`src/rtl/seg7_scan_reader.sv`:
```
// seg7_scan_reader: reads a multiplexed active-low 7-seg bus back into per-digit BCD
//   clk, rst     : clock, async active-high reset
//   seg          : active-low segments, bit0=a .. bit6=g
//   dig_sel      : active-low digit enables, one-hot when driving
//   digits       : decoded BCD, digit i at [4i+3:4i]
//   digit_valid  : digit i captured since reset
//   err          : last capture of digit i was an unknown pattern
//   frame_done   : one-cycle pulse when every digit has been captured since the last pulse
module seg7_scan_reader #(
    parameter int NUM_DIGITS    = 6,
    parameter int STABLE_CYCLES = 4,
    parameter int CNT_W         = 8
) (
    input  logic                    clk,
    input  logic                    rst,
    input  logic [6:0]              seg,
    input  logic [NUM_DIGITS-1:0]   dig_sel,
    output logic [4*NUM_DIGITS-1:0] digits,
    output logic [NUM_DIGITS-1:0]   digit_valid,
    output logic [NUM_DIGITS-1:0]   err,
    output logic                    frame_done
);
    typedef enum logic [1:0] {WAIT_SEL, SETTLE, HELD} state_t;
    state_t state, nxt;
    logic [6:0] seg_s1, seg_s2;
    logic [NUM_DIGITS-1:0] sel_s1, sel_s2, act, mask, mask_nx;
    logic [NUM_DIGITS+6:0] sample, prev;
    logic [CNT_W-1:0] cnt;
    logic changed, one_hot, cap, dec_err;
    logic [3:0] dec_nib;
    assign sample  = {sel_s2, seg_s2};
    assign changed = sample != prev;
    assign act     = ~sel_s2;
    assign one_hot = (act != '0) && ((act & (act - 1'b1)) == '0);
    assign mask_nx = mask | act;
    always_comb begin
        {dec_err, dec_nib} = 5'h1E;
        case (seg_s2)
            7'b1000000: {dec_err, dec_nib} = 5'h00;
            7'b1111001: {dec_err, dec_nib} = 5'h01;
            7'b0100100: {dec_err, dec_nib} = 5'h02;
            7'b0110000: {dec_err, dec_nib} = 5'h03;
            7'b0011001: {dec_err, dec_nib} = 5'h04;
            7'b0010010: {dec_err, dec_nib} = 5'h05;
            7'b0000010: {dec_err, dec_nib} = 5'h06;
            7'b1111000: {dec_err, dec_nib} = 5'h07;
            7'b0000000: {dec_err, dec_nib} = 5'h08;
            7'b0010000: {dec_err, dec_nib} = 5'h09;
            7'b0111111: {dec_err, dec_nib} = 5'h0F;
            default:    {dec_err, dec_nib} = 5'h1E;
        endcase
    end
    // capture fires on the edge where the sample has been steady for STABLE_CYCLES
    always_comb begin
        nxt = state;
        cap = 1'b0;
        case (state)
            WAIT_SEL: nxt = one_hot ? SETTLE : WAIT_SEL;
            SETTLE: begin
                if (!one_hot) nxt = WAIT_SEL;
                else if (!changed && cnt == CNT_W'(STABLE_CYCLES - 1)) begin
                    cap = 1'b1;
                    nxt = HELD;
                end
            end
            HELD:    nxt = changed ? (one_hot ? SETTLE : WAIT_SEL) : HELD;
            default: nxt = WAIT_SEL;
        endcase
    end
    always_ff @(posedge clk or posedge rst) begin
        if (rst) begin
            seg_s1      <= '0;
            seg_s2      <= '0;
            sel_s1      <= '0;
            sel_s2      <= '0;
            prev        <= '0;
            cnt         <= '0;
            state       <= WAIT_SEL;
            mask        <= '0;
            frame_done  <= 1'b0;
            digits      <= '1;
            digit_valid <= '0;
            err         <= '0;
        end else begin
            seg_s1     <= seg;
            seg_s2     <= seg_s1;
            sel_s1     <= dig_sel;
            sel_s2     <= sel_s1;
            prev       <= sample;
            cnt        <= changed ? '0 : (cnt == CNT_W'(STABLE_CYCLES) ? cnt : cnt + 1'b1);
            state      <= nxt;
            frame_done <= cap && (mask_nx == '1);
            if (cap) mask <= (mask_nx == '1) ? '0 : mask_nx;
            for (int i = 0; i < NUM_DIGITS; i++) begin
                if (cap && act[i]) begin
                    digits[4*i +: 4] <= dec_nib;
                    err[i]           <= dec_err;
                    digit_valid[i]   <= 1'b1;
                end
            end
        end
    end
endmodule

```
`config.mk`:
```
export PLATFORM = sky130hd
export DESIGN_NAME = seg7_scan_reader
export DESIGN_NICKNAME = d
export VERILOG_FILES = /design/src/rtl/seg7_scan_reader.sv
export SDC_FILE = /design/constraint.sdc
export NUM_CORES = 1
export LEC_CHECK = 0
export CORE_UTILIZATION = 58
export DETAILED_ROUTE_END_ITERATION = 8
export MAX_ROUTING_LAYER = met4
export PLACE_DENSITY = 0.85
export SLEW_MARGIN = 15
export SYNTH_ARGS = -nofsm -noshare
export SYNTH_HDL_FRONTEND = slang
export SYNTH_SLANG_ARGS = --single-unit
```
`constraint.sdc`:
```
create_clock -name clk -period 4.65 [get_ports clk]
set_input_delay 1.1625 -clock clk [delete_from_list [all_inputs] [get_ports clk]]
set_output_delay 1.1625 -clock clk [all_outputs]
set_load 0.005 [all_outputs]
```
==> results_dict.tcl <==
set metrics [dict create \
    cts_root_buf "clkbuf_8" \
    clkSinkCount 92 \
    grt_pass1_wl_um 11610 \
    drt_iter0_drc 196 \
    hold_class "reg2reg" \
    io_buffers 51 \
    netlist_instances 277 \
    fin_crit_ps 2757 \
    fp.dieH_um 83.46 \
    post_drt_wl_per_cell_um 16.57 \
    dr.pass1.iters 4 \
    crit_slowest_cell "a2111oi_4" \
    grt_max_degree 48 \
    drive_gt1_share_pct 26.87 \
    clkPwrFrac_pct 37.6 \
    grt-ovfl-total 0 \
    synth_seq_cells 92 \
    area_growth_syn_to_layout_pct 20.42 \
    ys_warn_count 0 \
    finalCritPeriodShare_pct 59.30 \
    swShare_pct 23.62 \
    dp_hpwl_um 4753 \
    antennaDiodeCount 0 \
    fmax_mhz 362.7 \
    grt_usage_pct 22.52 \
    cts_tree "built" \
    die_w_um 83.46 \
    fin_nets 347 \
    cts_resized 0 \
    synth-seq-area-share_pct 60.60 \
    start_util_pct 60.27 \
    final_core_util_pct 72.57 \
    slowest_delay_ps 720 \
    vdd_drop_max_mv 0.2878 \
    power_frac_seq_pct 58.0 \
    required_ps 4900 \
    numCtsBuffers 9 \
    postRouteAntennaNets 0 \
    drv_cap 0 \
    placed_area_um2 4422 \
    slew_violations 0 \
    core-area_um2 6386 \
    p_comb_share_pct 4.4 \
    final_cell_area_um2 4634 \
    clockBufferDepth 2 \
    async_flop_share_pct 100.0 \
    worstPathArrival_ps 3010 \
    crit_fanout 18 \
    wl_um 6825 \
    worstPathCellList "xor2_1 > nor4_2 > nand4_4 > a2111oi_4 > mux2_2" \
    synth_edf_count 0 \
    clk-insertion-delay-late_ps 360 \
    finalSetupViolCount 0 \
    path_clk_slew_ps 90 \
    rsz0062_at_grt "no" \
    place_congestion 0.7912 \
    finalSetupTns_ps 0 \
    fp.dieArea_um2 6966 \
    power.leakage_uw 0.001942 \
    io_pins 52 \
    finalHoldViolations 0 \
    grt_pass1_vias 2363 \
    rr_worst_depth 5 \
    cp-start-kind "register" \
    antenna_found_initial 0 \
    slew_headroom_pct 44.95 \
    cts_setup_buffers 0 \
    drc_errors 0 \
    cts_htree_levels 3 \
    via_per_inst 5.743 \
    min_path_cells 0 \
    crit_type "reg2reg" \
    tightest_slew_ps 825.8 \
    synth_area_um2 3849 \
    syn_nets 294 \
    vias 2366 \
    rows 29 \
    cp-end-kind "register" \
    synth_area_per_cell_um2 13.89 \
    p_int_uw 1109 \
    synth_ff_type "dfrtp_1" \
    power.switching_uw 343.1 \
    cts_hold_buf 0 \
    fin_skew_ps 8.582 \
    hold_ws_ps 349.0 \
    power.density_nw_per_um2 313.4 \
    status "completed" \
    ys_types 54 \
]
worst paths after layout:
check,from,slack [ps],to
worst max-delay path,seg_s2[2]$_DFF_PP0_,1890,err[4]$_DFFE_PP0P_
worst min register to register,sel_s1[1]$_DFF_PP0_,350,sel_s2[1]$_DFF_PP0_
worst max register to register,seg_s2[2]$_DFF_PP0_,1890,err[4]$_DFFE_PP0P_
max in group asynchronous,rst,2590,digits[13]$_DFFE_PP1P_
min in group asynchronous,rst,1220,prev[12]$_DFF_PP0_
worst min-delay path,sel_s1[1]$_DFF_PP0_,350,sel_s2[1]$_DFF_PP0_
metal layers:
layer  global-route usage, %  wire length (um)  share of wire, %  up-vias
met5                       -                 0                 0        -
met1                   29.75              3031                44     1201
met2                   34.50              3403                50       59
met3                   4.847               285               4.2        9
met4                   9.245               105               1.5        0
li1                        -                 -                 -     1097
cell usage after synthesis (all sizes together) (6+ instances only):
cell type	instances	area [um^2]
a2111oi	8	188.9
clkbuf	8	30.03
dfrtp	68	1702
dfstp	24	630.6
inv	12	45.05
mux2	30	337.8
nand3	8	40.04
nor2	18	70.07
o21ai	6	30.02
o21ba	6	60.06
or2	6	37.54
xnor2	6	52.55
xor2	15	131.4
flip-flops by register name (all words and copies together), names as in the netlist:
name / cells
mask: 6
digit_valid: 6
state: 2
frame_done: 1
sel_s2: 6
err: 6
seg_s2: 7
digits: 24
sel_s1: 6
seg_s1: 7
cnt: 8
prev: 13
cells by family (layout without fill, tap and decap cells):
| group | Yosys count | in the layout | share of synthesized area [%] |
|---|---|---|---|
| DFF | 92 | 92 | 60.60 |
| adders and majority gates | 2 | 2 | 0.6501 |
| xor gates and xnor gates | 21 | 21 | 4.779 |
| and+or+nand+nor | 65 | 65 | 10.24 |
| AOI/OAI and AO/OA | 44 | 44 | 12.48 |
| buffers and inverters | 23 | 81 | 2.471 |
| muxes | 30 | 30 | 8.778 |
per-stage QoR:
stage                     power, uW  worst slack (ps)  instances
after floorplan               895.6              1135        277
after global placement        918.4              1940        396
after detailed placement      921.3              1886        396
after CTS                      1469              1880        412
after global routing           1514              1734        412
final                          1452              1893        412
placed cells by master (no fill, tap or decap), drive strengths merged, types with 5 or more instances in the layout:
| cell type | netlist | final |
|---|---|---|
| dfstp | 24 | 24 |
| nor2 | 18 | 18 |
| xor2 | 15 | 15 |
| o21ba | 6 | 6 |
| clkdlybuf4s50 | 0 | 51 |
| a2111oi | 8 | 8 |
| dfrtp | 68 | 68 |
| clkbuf | 8 | 11 |
| xnor2 | 6 | 6 |
| a21oi | 5 | 5 |
| mux2 | 30 | 30 |
| and3 | 5 | 5 |
| inv | 12 | 13 |
| o22ai | 5 | 5 |
| o21ai | 6 | 6 |
| or2 | 6 | 6 |
| nand3 | 8 | 8 |
power groups by stage:
stage / registers, uW / logic, uW / clock network [uW]
floorplan: 843 / 52.8 / 0
global placement: 855 / 63.7 / 0
detailed placement: 857 / 64.7 / 0
CTS: 842 / 64.9 / 562
global route: 845 / 72.0 / 597
finish: 842 / 63.6 / 547
final cells by class:
type | count | area [um^2]
flip-flops and latches | 92 | 2332
multi-input cells | 162 | 1421
clock inverters | 5 | 38.79
repair buffers | 53 | 525.5
clock buffers | 11 | 173.9
inverters | 12 | 46.29
fillers | 391 | 1752
well taps | 77 | 96.34
worst max-delay path: cells and delay by family (launching register included):
family                    cells  cell delay (ps)
and+or+nand+nor               2              780
muxes                         1              400
AOI/OAI and AO/OA             1              720
xor gates and xnor gates      1              210
DFF                           1              530
Note: power is estimated with default switching activity, not from simulation.
